`config.mk`:
```
export PLATFORM = sky130hd
export DESIGN_NAME = uart_rx_frame
export DESIGN_NICKNAME = d
export VERILOG_FILES = /design/src/rtl/uart_rx_frame.sv
export SDC_FILE = /design/constraint.sdc
export NUM_CORES = 1
export LEC_CHECK = 0
export ABC_CLOCK_PERIOD_IN_PS = 6400
export CAP_MARGIN = 20
export CELL_PAD_IN_SITES_DETAIL_PLACEMENT = 1
export CELL_PAD_IN_SITES_GLOBAL_PLACEMENT = 1
export CORE_MARGIN = 4
export CORE_UTILIZATION = 30
export DETAILED_ROUTE_END_ITERATION = 16
export DONT_BUFFER_PORTS = 1
export GPL_TIMING_DRIVEN = 0
export HOLD_SLACK_MARGIN = 0.08
export MAX_ROUTING_LAYER = met4
export PLACE_DENSITY = 0.56
export SYNTH_ARGS = -nofsm -noshare
export SYNTH_HDL_FRONTEND = slang
export SYNTH_SLANG_ARGS = --single-unit
```
`constraint.sdc`:
```
create_clock -name clk -period 6.4 [get_ports clk]
set_input_delay 0.96 -clock clk [delete_from_list [all_inputs] [get_ports clk]]
set_output_delay 0.96 -clock clk [all_outputs]
set_load 0.01 [all_outputs]
```
`src/rtl/uart_rx_frame.sv`:
```
// uart_rx_frame: 8N1 UART receiver that hunts for the "\n\nNew Img\r\n\n" header and
// streams the following FRAME_BYTES bytes out as pixels. Optional payload timeout: UART_RX_TIMEOUT_EN.
module uart_rx_frame #(
    parameter int BAUD_DIV    = 104,
    parameter int FRAME_BYTES = 19200,
    parameter int TIMEOUT_CYC = 65535
) (
    input  logic        clk,
    input  logic        rst,
    input  logic        rx,
    output logic [7:0]  pix_data,
    output logic        pix_valid,
    output logic        frame_start,
    output logic        frame_done,
    output logic [15:0] byte_count,
    output logic        busy,
    output logic        rx_err
);

    localparam int               CNT_W     = (BAUD_DIV > 1) ? $clog2(BAUD_DIV) : 1;
    localparam logic [CNT_W-1:0] BaudHalf  = CNT_W'(BAUD_DIV / 2);
    localparam logic [CNT_W-1:0] BaudLast  = CNT_W'(BAUD_DIV - 1);
    localparam logic [15:0]      FrameLast = 16'(FRAME_BYTES);

    typedef enum logic [2:0] {
        BIT_IDLE,
        BIT_START,
        BIT_DATA,
        BIT_STOP,
        BIT_BREAK
    } bitState_t;

    typedef enum logic {
        FR_HUNT,
        FR_PAYLOAD
    } frameState_t;

    logic             rxMeta_q, rxSync_q;
    bitState_t        bitState_q, bitState_d;
    logic [CNT_W-1:0] baudCnt_q, baudCnt_d;
    logic [2:0]       bitCnt_q, bitCnt_d;
    logic [7:0]       shift_q, shift_d;
    frameState_t      frameState_q, frameState_d;
    logic [3:0]       hdrIdx_q, hdrIdx_d;
    logic [15:0]      byteCnt_q, byteCnt_d;
    logic [7:0]       pixData_q, pixData_d;
    logic             pixValid_q, pixValid_d;
    logic             frameStart_q, frameStart_d;
    logic             frameDone_q, frameDone_d;
    logic             rxErr_q, rxErr_d;
    logic             byteDone;

`ifdef UART_RX_TIMEOUT_EN
    localparam logic [16:0] TimeoutLast = 17'(TIMEOUT_CYC - 1);
    logic [16:0] idleCnt_q, idleCnt_d;
`endif

    function automatic logic [7:0] hdrByte(input logic [3:0] idx);
        case (idx)
            4'd0, 4'd1: hdrByte = 8'h0A;
            4'd2:       hdrByte = 8'h4E;
            4'd3:       hdrByte = 8'h65;
            4'd4:       hdrByte = 8'h77;
            4'd5:       hdrByte = 8'h20;
            4'd6:       hdrByte = 8'h49;
            4'd7:       hdrByte = 8'h6D;
            4'd8:       hdrByte = 8'h67;
            4'd9:       hdrByte = 8'h0D;
            default:    hdrByte = 8'h0A;
        endcase
    endfunction

    always_ff @(posedge clk) begin
        if (rst) begin
            rxMeta_q     <= 1'b1;
            rxSync_q     <= 1'b1;
            bitState_q   <= BIT_IDLE;
            baudCnt_q    <= '0;
            bitCnt_q     <= '0;
            shift_q      <= '0;
            frameState_q <= FR_HUNT;
            hdrIdx_q     <= '0;
            byteCnt_q    <= '0;
            pixData_q    <= '0;
            pixValid_q   <= 1'b0;
            frameStart_q <= 1'b0;
            frameDone_q  <= 1'b0;
            rxErr_q      <= 1'b0;
`ifdef UART_RX_TIMEOUT_EN
            idleCnt_q    <= '0;
`endif
        end else begin
            rxMeta_q     <= rx;
            rxSync_q     <= rxMeta_q;
            bitState_q   <= bitState_d;
            baudCnt_q    <= baudCnt_d;
            bitCnt_q     <= bitCnt_d;
            shift_q      <= shift_d;
            frameState_q <= frameState_d;
            hdrIdx_q     <= hdrIdx_d;
            byteCnt_q    <= byteCnt_d;
            pixData_q    <= pixData_d;
            pixValid_q   <= pixValid_d;
            frameStart_q <= frameStart_d;
            frameDone_q  <= frameDone_d;
            rxErr_q      <= rxErr_d;
`ifdef UART_RX_TIMEOUT_EN
            idleCnt_q    <= idleCnt_d;
`endif
        end
    end

    always_comb begin
        bitState_d   = bitState_q;
        baudCnt_d    = baudCnt_q;
        bitCnt_d     = bitCnt_q;
        shift_d      = shift_q;
        frameState_d = frameState_q;
        hdrIdx_d     = hdrIdx_q;
        byteCnt_d    = byteCnt_q;
        pixData_d    = pixData_q;
        pixValid_d   = 1'b0;
        frameStart_d = 1'b0;
        frameDone_d  = 1'b0;
        rxErr_d      = 1'b0;
        byteDone     = 1'b0;
`ifdef UART_RX_TIMEOUT_EN
        idleCnt_d    = idleCnt_q;
`endif

        // Bit level: START is checked mid-bit, later samples land one full bit apart.
        case (bitState_q)
            BIT_IDLE: begin
                if (!rxSync_q) begin
                    bitState_d = BIT_START;
                    baudCnt_d  = '0;
                end
            end
            BIT_START: begin
                if (baudCnt_q == BaudHalf) begin
                    baudCnt_d  = '0;
                    bitCnt_d   = '0;
                    bitState_d = rxSync_q ? BIT_IDLE : BIT_DATA;
                end else begin
                    baudCnt_d = baudCnt_q + 1'b1;
                end
            end
            BIT_DATA: begin
                if (baudCnt_q == BaudLast) begin
                    baudCnt_d = '0;
                    shift_d   = {rxSync_q, shift_q[7:1]};
                    if (bitCnt_q == 3'd7) begin
                        bitState_d = BIT_STOP;
                    end else begin
                        bitCnt_d = bitCnt_q + 1'b1;
                    end
                end else begin
                    baudCnt_d = baudCnt_q + 1'b1;
                end
            end
            BIT_STOP: begin
                if (baudCnt_q == BaudLast) begin
                    baudCnt_d = '0;
                    if (rxSync_q) begin
                        byteDone   = 1'b1;
                        bitState_d = BIT_IDLE;
                    end else begin
                        rxErr_d    = 1'b1;
                        bitState_d = BIT_BREAK;
                    end
                end else begin
                    baudCnt_d = baudCnt_q + 1'b1;
                end
            end
            BIT_BREAK: begin
                if (rxSync_q) begin
                    bitState_d = BIT_IDLE;
                end
            end
            default: bitState_d = BIT_IDLE;
        endcase

        // A stray "\n" may still be the start of a header, so it restarts the match at 1 (or keeps 2).
        case (frameState_q)
            FR_HUNT: begin
                if (byteDone) begin
                    if (shift_q == hdrByte(hdrIdx_q)) begin
                        if (hdrIdx_q == 4'd11) begin
                            frameStart_d = 1'b1;
                            byteCnt_d    = '0;
                            hdrIdx_d     = '0;
                            frameState_d = FR_PAYLOAD;
                        end else begin
                            hdrIdx_d = hdrIdx_q + 1'b1;
                        end
                    end else if (shift_q == 8'h0A) begin
                        hdrIdx_d = (hdrIdx_q == 4'd2) ? 4'd2 : 4'd1;
                    end else begin
                        hdrIdx_d = '0;
                    end
                end
            end
            FR_PAYLOAD: begin
                if (byteDone) begin
                    pixData_d  = shift_q;
                    pixValid_d = 1'b1;
                    byteCnt_d  = byteCnt_q + 16'd1;
                    if (byteCnt_q + 16'd1 == FrameLast) begin
                        frameDone_d  = 1'b1;
                        frameState_d = FR_HUNT;
                    end
                end
            end
            default: frameState_d = FR_HUNT;
        endcase

`ifdef UART_RX_TIMEOUT_EN
        // A stalled host drops the frame; byte_count is left as-is for debugging.
        if (frameState_q == FR_PAYLOAD && !byteDone) begin
            if (idleCnt_q == TimeoutLast) begin
                idleCnt_d    = '0;
                rxErr_d      = 1'b1;
                frameState_d = FR_HUNT;
            end else begin
                idleCnt_d = idleCnt_q + 17'd1;
            end
        end else begin
            idleCnt_d = '0;
        end
`endif
    end

    assign pix_data    = pixData_q;
    assign pix_valid   = pixValid_q;
    assign frame_start = frameStart_q;
    assign frame_done  = frameDone_q;
    assign byte_count  = byteCnt_q;
    assign busy        = (frameState_q == FR_PAYLOAD);
    assign rx_err      = rxErr_q;

endmodule

```
**After elaboration in Yosys (flattened, before gate mapping)**

Memories as Yosys holds them, arrays and structs flattened. A register that Yosys moved wholly into a read port is not among the register bits.
Index checks and enable logic that the tools add are counted.
Widths: inputs -> output; s select.

- Add/sub/neg operators: 4
- Eq/ne operators: 23
- Multiplexer cells: 42
- Bitwise gates (word level): 4
- Reductions and logical operators: 15

Operators by type and width:

| kind | count |
|---|---|
| $mux 16 | 4 |
| $pmux 16 s2 | 1 |
| $mux 3 | 10 |
| $mux 7 | 3 |
| $pmux 7 s3 | 1 |
| $ne 2x2->1 const B | 10 |
| $add 16x1->16 const B | 1 |
| $eq 16x15->1 const B | 1 |
| $mux 4 | 4 |
| $mux 8 | 2 |
| $pmux 3 s5 | 1 |
| $mux 1 | 11 |
| $eq 8x4->1 const B | 1 |
| $eq 8x8->1 | 1 |
| $reduce_and 2->1 | 4 |
| $reduce_and 4->1 | 2 |
| $add 7x1->7 const B | 1 |
| $eq 7x6->1 const B | 1 |
| $eq 7x7->1 const B | 1 |
| $eq 3x2->1 const B | 2 |
| $eq 3x3->1 const B | 2 |
| $mux 2 | 3 |
| $pmux 3 s2 | 1 |
| $reduce_and 6->1 | 1 |
| other kinds (13) | 19 |

- Bits in registers: 56
- Bits in read-only memories: 112
- Input bits: 3
- Logic and storage cells: 103
- Memories: 1

Memories:

| name | depth | bits a word | read ports | clocked after Yosys merged registers in | write ports | line | source |
|---|---|---|---|---|---|---|---|
| (name not given) | 16 | 7 | 1 | 1 | 0 | 59 | `case (idx)` |

**Depth between registers and ports, before layout**

- Depth in word-level cells: 9
- Gate-level depth with buffers: 12

**Worst setup path before layout**

OpenSTA, ideal clock, no wires.

- Path kind: reg2reg
- Start point: register shift_q[3]
- End point: register with a tool-made name
- Arrival: 2.338 ns
- Required time: 6.281 ns
- Slack: 3.943 ns
- Cell stages (with the launch flop): 10
- Period minus slack after synthesis: 2.457 ns
- Cells stage by stage: dfxtp_1 xor2_1 or4_1 clkbuf_2 o211ai_1 o21ai_0 nor3_1 inv_1 ha_1 o221a_2

RTL lines:

| element | line | source |
|---|---|---|
| from (decl) | 42 | `logic [7:0] shift_q, shift_d;` |
| from (signal assigned) | 98 | `shift_q <= shift_d;` |

==> PnR_summary.wiki <==
{| class="wikitable"
! Metric !! Value
|-
| Outcome || finished, final reports clean
|-
| Number of nets with antenna violations after detailed routing || 0
|-
| Worst slack at placement || 3.33 ns
|-
| Most used standard cells in the synthesized netlist || dfxtp_1 (63), nand2_1 (59), a21oi_1 (43), nor2_1 (36), clkbuf_1 (19)
|-
| Net Count, Synth || 413
|-
| Worst Path Class, Setup || flip-flop to flip-flop
|-
| CTS Buf Count || 9
|-
| Max incr delay on CP || 0.71 ns
|-
| Final critical-path required period || 3.07 ns
|-
| EDFF count, synth || 0
|-
| Crit-path slowest cell || nor4_2
|-
| Register area share after synthesis || 39.3%
|-
| Cell breakdown of the critical path || ha_1, nand4bb_1, nor4_2, nor2_1, nor3_1, inv_1, ha_1, nand2_1, o211ai_1
|-
| Diode insertion count for antenna repair || 0
|-
| CTS tree || done
|-
| Area of the mapped netlist || 3210 um^2
|-
| Leakage power total || 1.13 nW
|-
| Skew final || 0.00875 ns
|-
| Largest cells by area after synthesis || dfxtp_1 (39%), nand2_1 (6.9%), a21oi_1 (6.7%)
|-
| CTS Hold Bufs || 0
|-
| Number of rows created at floorplan || 37
|-
| Final clock period utilization by the worst path || 48.0%
|-
| Quantity of I/O buffers inserted on ports || 0
|-
| Congestion Overflow GR || 0
|-
| Count of placed standard cells including taps || 536
|-
| Starting Density || 30.9%
|-
| Average cell area after synthesis || 8.01 um^2
|-
| Ratio of cells with drive above 1 in the final layout || 7.47%
|-
| Min setup slack post-route || 3.33 ns
|-
| Cell taking the most area after synthesis || dfxtp_1
|-
| Post-cts repair resize count || 0
|-
| Type of origin of the critical path || flip-flop
|-
| Share of the core filled with cells in the final layout || 34.5%
|-
| DRC violation total after the first TritonRoute iteration || 79
|-
| Most common cell in the synthesized netlist || dfxtp_1
|-
| Hold Crit Class || flip-flop to flip-flop
|-
| Reg-to-reg setup timing slack || 3.33 ns
|-
| Via count of the first global-routing pass || 2,812
|-
| Async S/R FF share, synth || 0%
|-
| Count of unique library cells instantiated by Yosys || 57
|-
| Number of setup buffers added after CTS || 0
|-
| Via count || 2,823
|-
| Number of nets in the layout || 424
|-
| Post-Layout Cell Count || 551
|-
| Routed wire length || 9040 um
|-
| Insertion delay to the later sink of the worst-skew pair || 0.34 ns
|-
| Worst-case clock buffer depth || 2
|-
| Slew Limit Headroom || 38.8%
|-
| Flop and latch count out of synthesis || 63
|-
| Layout-stage area growth over the synthesis result || 11.5%
|-
| Clock tree sinks || 63
|-
| GRT Util Overall || 15.3%
|-
| Slew at the pin closest to its max-slew limit || 0.912 ns
|-
| Wire length of the first global-routing pass || 15,100 um
|-
| Arrival time at the worst endpoint || 3.26 ns
|-
| Data required, critical path || 6.59 ns
|-
| Top flip-flop cell by instance count after synthesis || dfxtp_1
|-
| Core Footprint || 10,400 um^2
|-
| VDD IR-drop max || 0.124 mV
|-
| Average routed wire per standard cell || 16.4 um
|-
| Routability cong. || 0.788
|-
| Vert. Die Dim || 111 um
|-
| Count of mapped cells out of synthesis || 400
|-
| # fillers || 1,275
|-
| Most prevalent standard cell on the critical path || ha_1
|-
| Largest net degree at the start of global routing || 11
|-
| F_max || 325 MHz
|-
| # Max-Cap Violations || 0
|-
| Boundary pin count || 32
|-
| Post-synth top area share || 39.3%
|-
| Maximum fanout along the worst path || 8
|-
| PD cells || 215 nW/um^2
|-
| H-Tree Depth || 3
|-
| Total Negative Setup Slacks || 0 ns
|-
| Clock-pin slew on the worst setup and hold paths || 0.07 ns
|-
| Warnings from Yosys || 0
|-
| DRC errors left || 0
|-
| Final setup violation count || 0
|-
| RSZ-0062 raised after global routing || no
|-
| Full die area || 12,400 um^2
|-
| Worst hold margin || 0.425 ns
|-
| Detailed-routing iteration count for the pre-antenna-repair pass || 4
|-
| Crit. End Element || flip-flop
|-
| Die width || 111 um
|-
| Final Hold Violating Endpoints || 0
|-
| Max-slew violations || 0
|-
| CTS Root Cell || clkbuf_8
|-
| Drt via density || 5.12
|-
| Number of antenna violations at the first check in global routing || 0
|-
| Hpwl dp || 6690 um
|}
layout by cell type (no fill, tap or decap), drive strengths merged, types with 3 or more instances in the layout:
master / netlist / final
nor4: 5 / 5
nand4: 7 / 7
dfxtp: 63 / 63
nand3: 11 / 11
and4: 3 / 3
nand2b: 6 / 6
or2: 5 / 5
nor3b: 6 / 6
nor3: 14 / 14
nor2: 36 / 36
a22oi: 4 / 4
clkbuf: 20 / 32
and3: 3 / 3
nand3b: 7 / 7
a311oi: 4 / 4
o211ai: 5 / 5
a21oi: 45 / 45
ha: 10 / 10
or3: 4 / 4
nand2: 59 / 59
and2: 7 / 7
o21ai: 14 / 14
or4: 3 / 3
a211oi: 5 / 5
xnor2: 12 / 12
inv: 9 / 9
xor2: 3 / 3
logic make-up after synthesis:
group                    Yosys count  share of synthesized area [%]
AO/OA/AOI/OAI                     91                           17.6
XOR/XNOR                          15                           4.10
adder cells (fa/ha/maj)           10                           3.90
buffers and inverters             31                           3.75
flip-flops                        63                           39.3
multiplexers                       1                          0.312
AND/OR/NAND/NOR                  189                           31.0
cell type report:
| cell class | count | area [um^2] | area share, % |
|---|---|---|---|
| Multi-Input combinational cell | 306 | 1820 | 51.1 |
| Sequential cell | 63 | 1260 | 35.3 |
| Tap cell | 136 | 170 | 4.76 |
| Clock buffer | 12 | 155 | 4.34 |
| Buffer | 22 | 86.3 | 2.42 |
| Clock inverter | 3 | 42.5 | 1.19 |
| Inverter | 9 | 33.8 | 0.945 |
path summary, 6_finish.rpt:
check,from,endpoint,depth (start not counted)
hold reg to reg,rxMeta_q,rxSync_q,1
setup / recovery,baudCnt_q[0],flip-flop,9
setup reg to reg,baudCnt_q[0],flip-flop,9
hold / removal,rxMeta_q,rxSync_q,1
metrics by stage:
step	total power, W	cell area (um^2)
global route	0.000803	3570
CTS	0.000780	3570
floorplan	0.000413	3210
detailed placement	0.000419	3380
finish	0.000767	3570
global placement	0.000419	3380
per-layer routing:
| metal | global-route usage, % | part of all wire, % | up-vias |
|---|---|---|---|
| met4 | 3.89 | 1.1 | 0 |
| met2 | 23.6 | 46 | 21 |
| met3 | 3.53 | 2.5 | 8 |
| li1 | - | - | 1436 |
| met1 | 20.2 | 50 | 1358 |
| met5 | - | 0 | - |
worst max-delay path, delay by kind of cell (launching register included):
kind | cells | cell delay, ns
and+or+nand+nor | 5 | 1.71
adders and majority gates | 2 | 0.57
DFF | 1 | 0.40
buffers and inverters | 1 | 0.15
AOI/OAI and AO/OA | 1 | 0.08
power by group:
part           switching [W]  internal, W   total, W
clock               0.000159     0.000199   0.000357
combinational      0.0000122   0.00000382  0.0000160
sequential       0.000000666     0.000393   0.000394
total               0.000172     0.000595   0.000767
No activity file was read; power rests on OpenSTA's default activity.
